File: src/rtl/mem_port_arbiter.sv
// Arbitrates one single-port memory between instruction fetch and load/store requesters.
// Optional round-robin conflict resolution is enabled by defining MEMARB_RR_EN.
module mem_port_arbiter #(
  parameter int ADDR_W  = 16,
  parameter int DATA_W  = 16,
  parameter int MEM_LAT = 2
) (
  input  logic              clk,
  input  logic              reset_n,
  input  logic              if_req,
  input  logic [ADDR_W-1:0] if_addr,
  output logic [DATA_W-1:0] if_rdata,
  output logic              if_ready,
  input  logic              d_req,
  input  logic              d_we,
  input  logic [ADDR_W-1:0] d_addr,
  input  logic [DATA_W-1:0] d_wdata,
  output logic [DATA_W-1:0] d_rdata,
  output logic              d_ready,
  output logic              mem_en,
  output logic              mem_we,
  output logic [ADDR_W-1:0] mem_addr,
  output logic [DATA_W-1:0] mem_wdata,
  input  logic [DATA_W-1:0] mem_rdata,
  output logic              stall_fetch,
  output logic              stall_data
);

  typedef enum logic [1:0] {S_IDLE, S_BUSY, S_RESP} state_t;
  typedef enum logic {OWN_FETCH, OWN_DATA} owner_t;

  localparam logic [3:0] LAT_M1 = 4'(MEM_LAT - 1);

  state_t            r_state;
  owner_t            r_owner;
  logic [3:0]        r_cnt;
  logic              r_mem_en;
  logic              r_mem_we;
  logic [ADDR_W-1:0] r_mem_addr;
  logic [DATA_W-1:0] r_mem_wdata;
  logic [DATA_W-1:0] r_if_rdata;
  logic [DATA_W-1:0] r_d_rdata;
  logic              r_if_ready;
  logic              r_d_ready;
  logic              w_grant_data;

`ifdef MEMARB_RR_EN
  owner_t r_last_owner;

  // On conflict the requester that did not own the last completed access wins.
  always_comb begin
    w_grant_data = d_req & (~if_req | (r_last_owner == OWN_FETCH));
  end
`else
  always_comb begin
    w_grant_data = d_req;
  end
`endif

  always_ff @(posedge clk) begin
    if (!reset_n) begin
      r_state     <= S_IDLE;
      r_owner     <= OWN_FETCH;
      r_cnt       <= '0;
      r_mem_en    <= 1'b0;
      r_mem_we    <= 1'b0;
      r_mem_addr  <= '0;
      r_mem_wdata <= '0;
      r_if_rdata  <= '0;
      r_d_rdata   <= '0;
      r_if_ready  <= 1'b0;
      r_d_ready   <= 1'b0;
`ifdef MEMARB_RR_EN
      r_last_owner <= OWN_FETCH;
`endif
    end else begin
      case (r_state)
        S_IDLE: begin
          if (w_grant_data) begin
            r_owner     <= OWN_DATA;
            r_mem_en    <= 1'b1;
            r_mem_we    <= d_we;
            r_mem_addr  <= d_addr;
            r_mem_wdata <= d_wdata;
            r_cnt       <= LAT_M1;
            r_state     <= S_BUSY;
          end else if (if_req) begin
            r_owner     <= OWN_FETCH;
            r_mem_en    <= 1'b1;
            r_mem_we    <= 1'b0;
            r_mem_addr  <= if_addr;
            r_mem_wdata <= '0;
            r_cnt       <= LAT_M1;
            r_state     <= S_BUSY;
          end else begin
            r_mem_en <= 1'b0;
          end
        end
        S_BUSY: begin
          if (r_cnt != '0) begin
            r_cnt <= r_cnt - 4'd1;
          end else begin
            if (r_owner == OWN_FETCH) begin
              r_if_rdata <= mem_rdata;
              r_if_ready <= 1'b1;
            end else begin
              if (!r_mem_we) r_d_rdata <= mem_rdata;
              r_d_ready <= 1'b1;
            end
            r_mem_en <= 1'b0;
            r_mem_we <= 1'b0;
`ifdef MEMARB_RR_EN
            r_last_owner <= r_owner;
`endif
            r_state  <= S_RESP;
          end
        end
        S_RESP: begin
          r_if_ready <= 1'b0;
          r_d_ready  <= 1'b0;
          r_state    <= S_IDLE;
        end
        default: r_state <= S_IDLE;
      endcase
    end
  end

  assign if_rdata    = r_if_rdata;
  assign d_rdata     = r_d_rdata;
  assign if_ready    = r_if_ready;
  assign d_ready     = r_d_ready;
  assign mem_en      = r_mem_en;
  assign mem_we      = r_mem_we;
  assign mem_addr    = r_mem_addr;
  assign mem_wdata   = r_mem_wdata;
  assign stall_fetch = if_req & ~r_if_ready;
  assign stall_data  = d_req & ~r_d_ready;

endmodule

File: config.mk
export PLATFORM = sky130hd
export DESIGN_NAME = mem_port_arbiter
export DESIGN_NICKNAME = d
export VERILOG_FILES = /design/src/rtl/mem_port_arbiter.sv
export SDC_FILE = /design/constraint.sdc
export NUM_CORES = 1
export LEC_CHECK = 0
export CELL_PAD_IN_SITES_DETAIL_PLACEMENT = 1
export CELL_PAD_IN_SITES_GLOBAL_PLACEMENT = 2
export CORE_AREA = 10 10 133 135
export CTS_CLUSTER_DIAMETER = 40
export DETAILED_ROUTE_END_ITERATION = 8
export DIE_AREA = 0 0 143 145
export GPL_ROUTABILITY_DRIVEN = 0
export PLACE_DENSITY_LB_ADDON = 0.1
export SETUP_SLACK_MARGIN = 0.15
export SYNTH_ARGS = -nofsm -noshare
export SYNTH_HDL_FRONTEND = slang
export SYNTH_SLANG_ARGS = --single-unit
File: constraint.sdc
create_clock -name clk -period 1.93 [get_ports clk]
set_clock_uncertainty 0.2 [all_clocks]
set_input_delay 0.2895 -clock clk [delete_from_list [all_inputs] [get_ports clk]]
set_output_delay 0.2895 -clock clk [all_outputs]
set_load 0.01 [all_outputs]
==> key figures, run 1 <==
STA
  • FMAX: 0.527 GHz
  • Final hold vios: 0
  • Final WS setup: 0.0339 ns
  • Post-layout min period: 1.90 ns
  • RSZ-0062 raised after global routing: yes
  • Final Max Tran Viols: 0
  • Period utilization: 98.2%
  • Worst hold margin: 0.257 ns
  • Slew headroom: 74.6%
  • Setup Viol. Count Final: 0
  • Worst Tran Pin Value: 0.380 ns

Placement
  • I/O Buffers: 138
  • Post-detail-place hpwl: 9160 um
  • Post-Place Worst Slack: -0.167 ns

Worst setup path
  • Worst Setup EP: r_cnt[0]
  • Reg2reg end: r_cnt[0]
  • CP startpoint: r_cnt[0]
  • CP required: 1.95 ns
  • Crit-path cells: inv_2 > ha_4 > or3b_4 > buf_4 > buf_4 > mux2i_1 > o221a_2
  • Crit path max-delay family: simple AND/OR/NAND/NOR gates
  • Worst Path Arrival: 1.91 ns
  • CP max-delay cell: or3b_4
  • Crit start category: register
  • Crit-path most repeated cell: buf_4
  • Crit Path Max Fanout: 3
  • Reg2Reg Depth: 7
  • WP buf/inv: 3
  • Type of the worst setup path: register to register
  • CP Capture Type: register
  • CP max stage delay: 0.39 ns
  • Reg-to-reg startpoint: r_cnt[0]
  • R2r setup slk: 0.03 ns
  • Critical path depth: 7

Drt
  • Via count: 3147
  • First DRT Iteration DRCs: 77
  • Vias/cell: 4.51
  • Routed WL per cell: 17.7 um
  • DR DRC count: 0
  • Final ANT Viol Nets: 0
  • Initial DRT Pass Iterations: 4
  • Final WL: 12400 um

Cells and area
  • Layout area overhead: 73.6%
  • Most common cell after layout, fill and taps aside: clkdlybuf4s50_1
  • Most frequent cells in the layout: 119 x clkdlybuf4s50_1, 72 x dfxtp_1, 53 x a21oi_1
  • Fill cells: 1691
  • Final-stage net count: 576
  • Layout cells sized above 1: 14.5%

CTS
  • CTS tree: built
  • Clock sinks: 75
  • Clock latency on the worst-skew pair: 0.33 ns
  • CTS Buf Count: 9
  • Root Driver: clkbuf_16
  • Clock-pin slew on the worst setup and hold paths: 0.06 ns
  • CTS HTree Levels: 3
  • Clk buf depth: 2

Power and ir drop
  • Clock power frac: 33.6%
  • Peak VDD IR: 427 uV
  • Net switching power: 1.46 mW
  • Switch share: 29.0%
  • Leak Pwr: 2.19 nW
  • Flop pwr share: 36.2%
  • Internal Power: 3.58 mW
  • Overall power: 5.04 mW
  • PwrDens: 933 nW/um^2
  • Combinational share of power: 30.2%

Global routing
  • Vias in the first global route: 3526
  • First-pass GRT wire length: 19500 um
  • Initial antenna violation count: 0
  • Gr ovfl total: 0
  • Tot GR Track Use: 11.8%
  • Largest net degree at the start of global routing: 31

Yosys
  • Synthesis-stage register bit count: 75
  • Syn Area/Cell: 8.81 um^2
  • Post-synthesis async set-or-reset flop share: 0%
  • Sequential area share after synthesis: 48.3%
  • EDFF count, synth: 0
  • Cell area after synthesis: 3110 um^2
  • Syn_nets: 424
  • Dominant synthesized flop cell: dfxtp_1
  • Synthesized instance count: 353
  • Netlist cell types: 39
  • Ys Warns: 0

Floorplan
  • Die Height: 145 um
  • IO Pins: 139
  • Initial Util: 20.7%
  • Core Box Area: 15000 um^2
  • Row cnt: 45
  • Die X-Extent: 143 um
  • Die area: 20700 um^2

Status
  • Run status: completed

Job
  • Max-cap violations: 0

Hold path
  • Hold WC Path Type: register to register
## layer usage
layer / share of wire (%) / GRT usage [%] / up-vias
met4: 1.5 / 3.35 / 0
met3: 9.3 / 5.67 / 12
met1: 41 / 13.5 / 1487
li1: - / - / 1561
met2: 48 / 19.1 / 87
met5: 0 / 0 / -
## worst min-delay path by stage
| stage | endpoint | from | cells past startpoint |
|---|---|---|---|
| after floorplan | mem_wdata[0] | d_wdata[0] | 2 |
| after global placement | if_rdata[6] | if_rdata[6] | 2 |
| final | if_rdata[5] | if_rdata[5] | 2 |
| after global routing | if_rdata[5] | if_rdata[5] | 2 |
| after detailed placement | if_rdata[5] | if_rdata[5] | 2 |
| after CTS | if_rdata[5] | if_rdata[5] | 2 |
## cells by family after synthesis
kind of cell             Yosys count  synth area share [%]
AO/OA/AOI/OAI                    112                  20.4
adder cells (fa/ha/maj)            2                 0.805
buffers and inverters             36                  4.71
flip-flops                        75                  48.3
multiplexers                      33                  10.6
AND/OR/NAND/NOR                   95                  15.1
## flip-flops by register name, summed over array words and instances, names as in the netlist
name and flops:
d_rdata 16, d_ready 1, if_rdata 16, if_ready 1, mem_addr 16, mem_en 1
mem_wdata 16, mem_we 1, r_cnt 4, r_owner 1, r_state 2
## power by group through the flow
stage               registers, mW  logic [mW]  clock network [mW]
finish                       1.82        1.52                1.69
detailed placement           1.86        1.35                   0
global placement             1.85        1.33                   0
CTS                          1.82        1.49                1.76
global route                 1.85        1.67                1.84
floorplan                    1.89       0.571                   0
## cell usage after synthesis, types with 2 or more instances
| cell type | count | area share (%) |
|---|---|---|
| a211oi_1 | 18 | 4.3 |
| a21oi_1 | 53 | 8.5 |
| buf_2 | 3 | 0.48 |
| clkbuf_1 | 26 | 3.1 |
| dfxtp_1 | 75 | 48 |
| ha_1 | 2 | 0.80 |
| inv_1 | 4 | 0.48 |
| mux2i_1 | 33 | 11 |
| nand2_1 | 51 | 6.2 |
| nand2b_1 | 2 | 0.40 |
| nand3_1 | 17 | 2.7 |
| nor2_1 | 5 | 0.60 |
| nor2b_1 | 4 | 0.80 |
| nor3b_1 | 2 | 0.48 |
| o21ai_0 | 33 | 5.3 |
| or2_2 | 2 | 0.40 |
## per-stage QoR
step | cell area, um^2 | setup TNS (ns) | cells | utilization [%]
global placement | 4860 | -2.04 | 673 | 32.3
floorplan | 3120 | -1.42 | 353 | -
CTS | 5280 | 0 | 696 | 35.1
detailed placement | 4860 | -2.71 | 673 | 32.3
global route | 5390 | -0.601 | 697 | 35.9
finish | 5400 | 0 | 698 | 35.9
## repair_timing
action | in CTS | in global routing
endpoints found under the setup margin | 39 | 54
hold buffers | 0 | 0
pin swaps | 1 | 2
resized for setup | 30 | 34
gates cloned | 2 | 1
buffers inserted | 6 | 0
## cell type report
type	count	area, um^2	share of cell area, %
antenna	1	2.50	0.0464
sequential	75	1510	27.9
clock inverter	2	35.0	0.649
inverter	5	18.8	0.348
timing repair buffer	172	1790	33.1
multi-input combinational	242	1550	28.8
clock buffer	13	260	4.82
tap	188	235	4.36
## tightest hold or removal path: cells and delay by family, from the launching register on
family	cells	cell delay (ns)
simple gates	1	0.05
mux	1	0.05
flops	1	0.30
No activity file was read; power rests on OpenSTA's default activity.
==> run 2, diff against run 1 <==
--- a/config.mk
+++ b/config.mk
@@ -5,6 +5,7 @@
 export SDC_FILE = /design/constraint.sdc
 export NUM_CORES = 1
 export LEC_CHECK = 0
+export CAP_MARGIN = 15
 export CELL_PAD_IN_SITES_DETAIL_PLACEMENT = 1
 export CELL_PAD_IN_SITES_GLOBAL_PLACEMENT = 2
 export CORE_AREA = 10 10 133 135
==> results of run 2 <==
No change in the layout: final DEF, timing and power equal those of run 1.
==> run 3, diff against run 2 <==
--- a/config.mk
+++ b/config.mk
@@ -8,10 +8,10 @@
 export CAP_MARGIN = 15
 export CELL_PAD_IN_SITES_DETAIL_PLACEMENT = 1
 export CELL_PAD_IN_SITES_GLOBAL_PLACEMENT = 2
-export CORE_AREA = 10 10 133 135
+export CORE_AREA = 2 2 115 117
 export CTS_CLUSTER_DIAMETER = 40
 export DETAILED_ROUTE_END_ITERATION = 8
-export DIE_AREA = 0 0 143 145
+export DIE_AREA = 0 0 117 119
 export GPL_ROUTABILITY_DRIVEN = 0
 export PLACE_DENSITY_LB_ADDON = 0.1
 export SETUP_SLACK_MARGIN = 0.15
==> constraint.sdc (replaced) <==
create_clock -name clk -period 2.3 [get_ports clk]
set_clock_uncertainty 0.2 [all_clocks]
set_input_delay 0.345 -clock clk [delete_from_list [all_inputs] [get_ports clk]]
set_output_delay 0.345 -clock clk [all_outputs]
set_load 0.01 [all_outputs]
==> run 3 against run 2 <==
Against the previous run:
- core utilization is 3.6 points higher
- non-clock buffer count decreased by 14
- power down 19%
- sequential share of layout area rose by 1.6 points
- highest routed layer unchanged
- combinational power is 30% lower
- flip-flop and latch count stayed put
- die area down 33%
==> key figures, run 3 (synthesis results as in run 1) <==
CTS
  • Clock latency on the worst-skew pair: 0.33 ns
  • CTS Buf Count: 9
  • Clock-pin slew on the worst setup and hold paths: 0.06 ns
  • Post-CTS Hold Buffers: 0
  • CTS tree: built
  • Root Driver: clkbuf_16
  • Clock sinks: 75
  • Clk buf depth: 2
  • CTS HTree Levels: 3

Placement
  • Post-Place Worst Slack: -0.335 ns
  • Placed cells: 655
  • Post-detail-place hpwl: 7500 um
  • I/O Buffers: 138

Worst setup path
  • Crit start category: register
  • Crit-path cells: nor2_1 > buf_4 > a21oi_1 > a211oi_1
  • Type of the worst setup path: register to register
  • CP max-delay cell: nor2_1
  • Worst Path Arrival: 2.05 ns
  • CP required: 2.33 ns
  • Crit Path Max Fanout: 13
  • CP max stage delay: 0.66 ns
  • CP Capture Type: register
  • Reg2Reg Depth: 4

Drt
  • Via count: 3109
  • Initial DRT Pass Iterations: 4
  • Vias/cell: 4.63
  • Final ANT Viol Nets: 0
  • Routed WL per cell: 15.4 um
  • DR DRC count: 0
  • First DRT Iteration DRCs: 112
  • Final WL: 10300 um

Power and ir drop
  • Leak Pwr: 1.85 nW
  • PwrDens: 798 nW/um^2
  • Peak VDD IR: 344 uV
  • Overall power: 4.06 mW

Cells and area
  • Most common cell after layout, fill and taps aside: clkdlybuf4s50_1
  • Layout cells sized above 1: 9.27%
  • Non-filler instance count after layout: 672
  • Layout area overhead: 63.7%
  • Final-stage net count: 562
  • Post-layout util: 39.5%
  • Antenna Cells: 0
  • Most frequent cells in the layout: 136 x clkdlybuf4s50_1, 75 x dfxtp_1, 53 x a21oi_1

STA
  • Final WS setup: 0.282 ns
  • Worst Tran Pin Value: 0.768 ns
  • RSZ-0062 raised after global routing: yes
  • Post-layout min period: 2.02 ns
  • Final Max Tran Viols: 0
  • Slew headroom: 48.6%
  • Final hold vios: 0
  • Setup TNS: 0 ns
  • Period utilization: 87.7%
  • Setup Viol. Count Final: 0
  • FMAX: 0.496 GHz

Floorplan
  • IO Pins: 139
  • Die X-Extent: 117 um
  • Die area: 13900 um^2
  • Die Height: 119 um
  • Core Box Area: 12900 um^2
  • Initial Util: 24.1%
  • Row cnt: 42

Global routing
  • Tot GR Track Use: 15.3%
  • First-pass GRT wire length: 16600 um
  • Largest net degree at the start of global routing: 33
  • Initial antenna violation count: 0
  • Gr ovfl total: 0
  • Vias in the first global route: 3255

Status
  • Run status: completed

Job
  • Max-cap violations: 0

Hold path
  • Hold WC Path Type: register to register
  • Worst hold stages: 2
[run 3: path summary, 6_finish.rpt]
path / start / to / slack (ns)
setup / recovery: r_state[0] / mem_addr[7] / 0.28
hold / removal: if_rdata[10] / if_rdata[10] / 0.26
setup reg to reg: r_state[0] / mem_addr[7] / 0.28
hold reg to reg: if_rdata[10] / if_rdata[10] / 0.26
[run 3: area by class of cell]
| type | count | area (um^2) |
|---|---|---|
| fill | 1509 | 7790 |
| timing repair buffer | 158 | 1550 |
| sequential | 75 | 1500 |
| multi-input combinational | 242 | 1490 |
| clock buffer | 12 | 267 |
| tap | 176 | 220 |
| clock inverter | 4 | 47.5 |
| inverter | 5 | 18.8 |
[run 3: stage by stage]
| stage | hold slack [ns] | area, um^2 |
|---|---|---|
| finish | 0.257 | 5090 |
| global route | 0.277 | 5090 |
| CTS | 0.263 | 5080 |
| detailed placement | 0.252 | 4760 |
| global placement | 0.243 | 4760 |
| floorplan | 0.263 | 3110 |
[run 3: power by group]
part | internal, mW | switching [mW] | leakage [nW]
clock | 0.925 | 0.542 | 0.155
sequential | 1.44 | 0.0958 | 0.614
combinational | 0.544 | 0.517 | 1.08
[run 3: repair_timing]
action,4_1_cts,5_1_grt
gates cloned,0,0
resized for setup,4,1
setup buffers,1,0
endpoints found under the hold margin,0,0
endpoints found under the setup margin,18,16
pin swaps,0,0
[run 3: critical path, delay by kind of cell (launching register included)]
kind	cells	cell delay, ns
AOI/OAI and AO/OA	2	0.31
buffers and inverters	1	0.30
DFF	1	0.45
and+or+nand+nor	1	0.66
[run 3: layer usage]
layer	global-route usage (%)	share of wire [%]	vias up
li1	-	-	1526
met1	18.6	45	1497
met2	26.3	49	77
met3	3.51	4.7	9
met4	4.78	1.2	0
met5	0	0	-
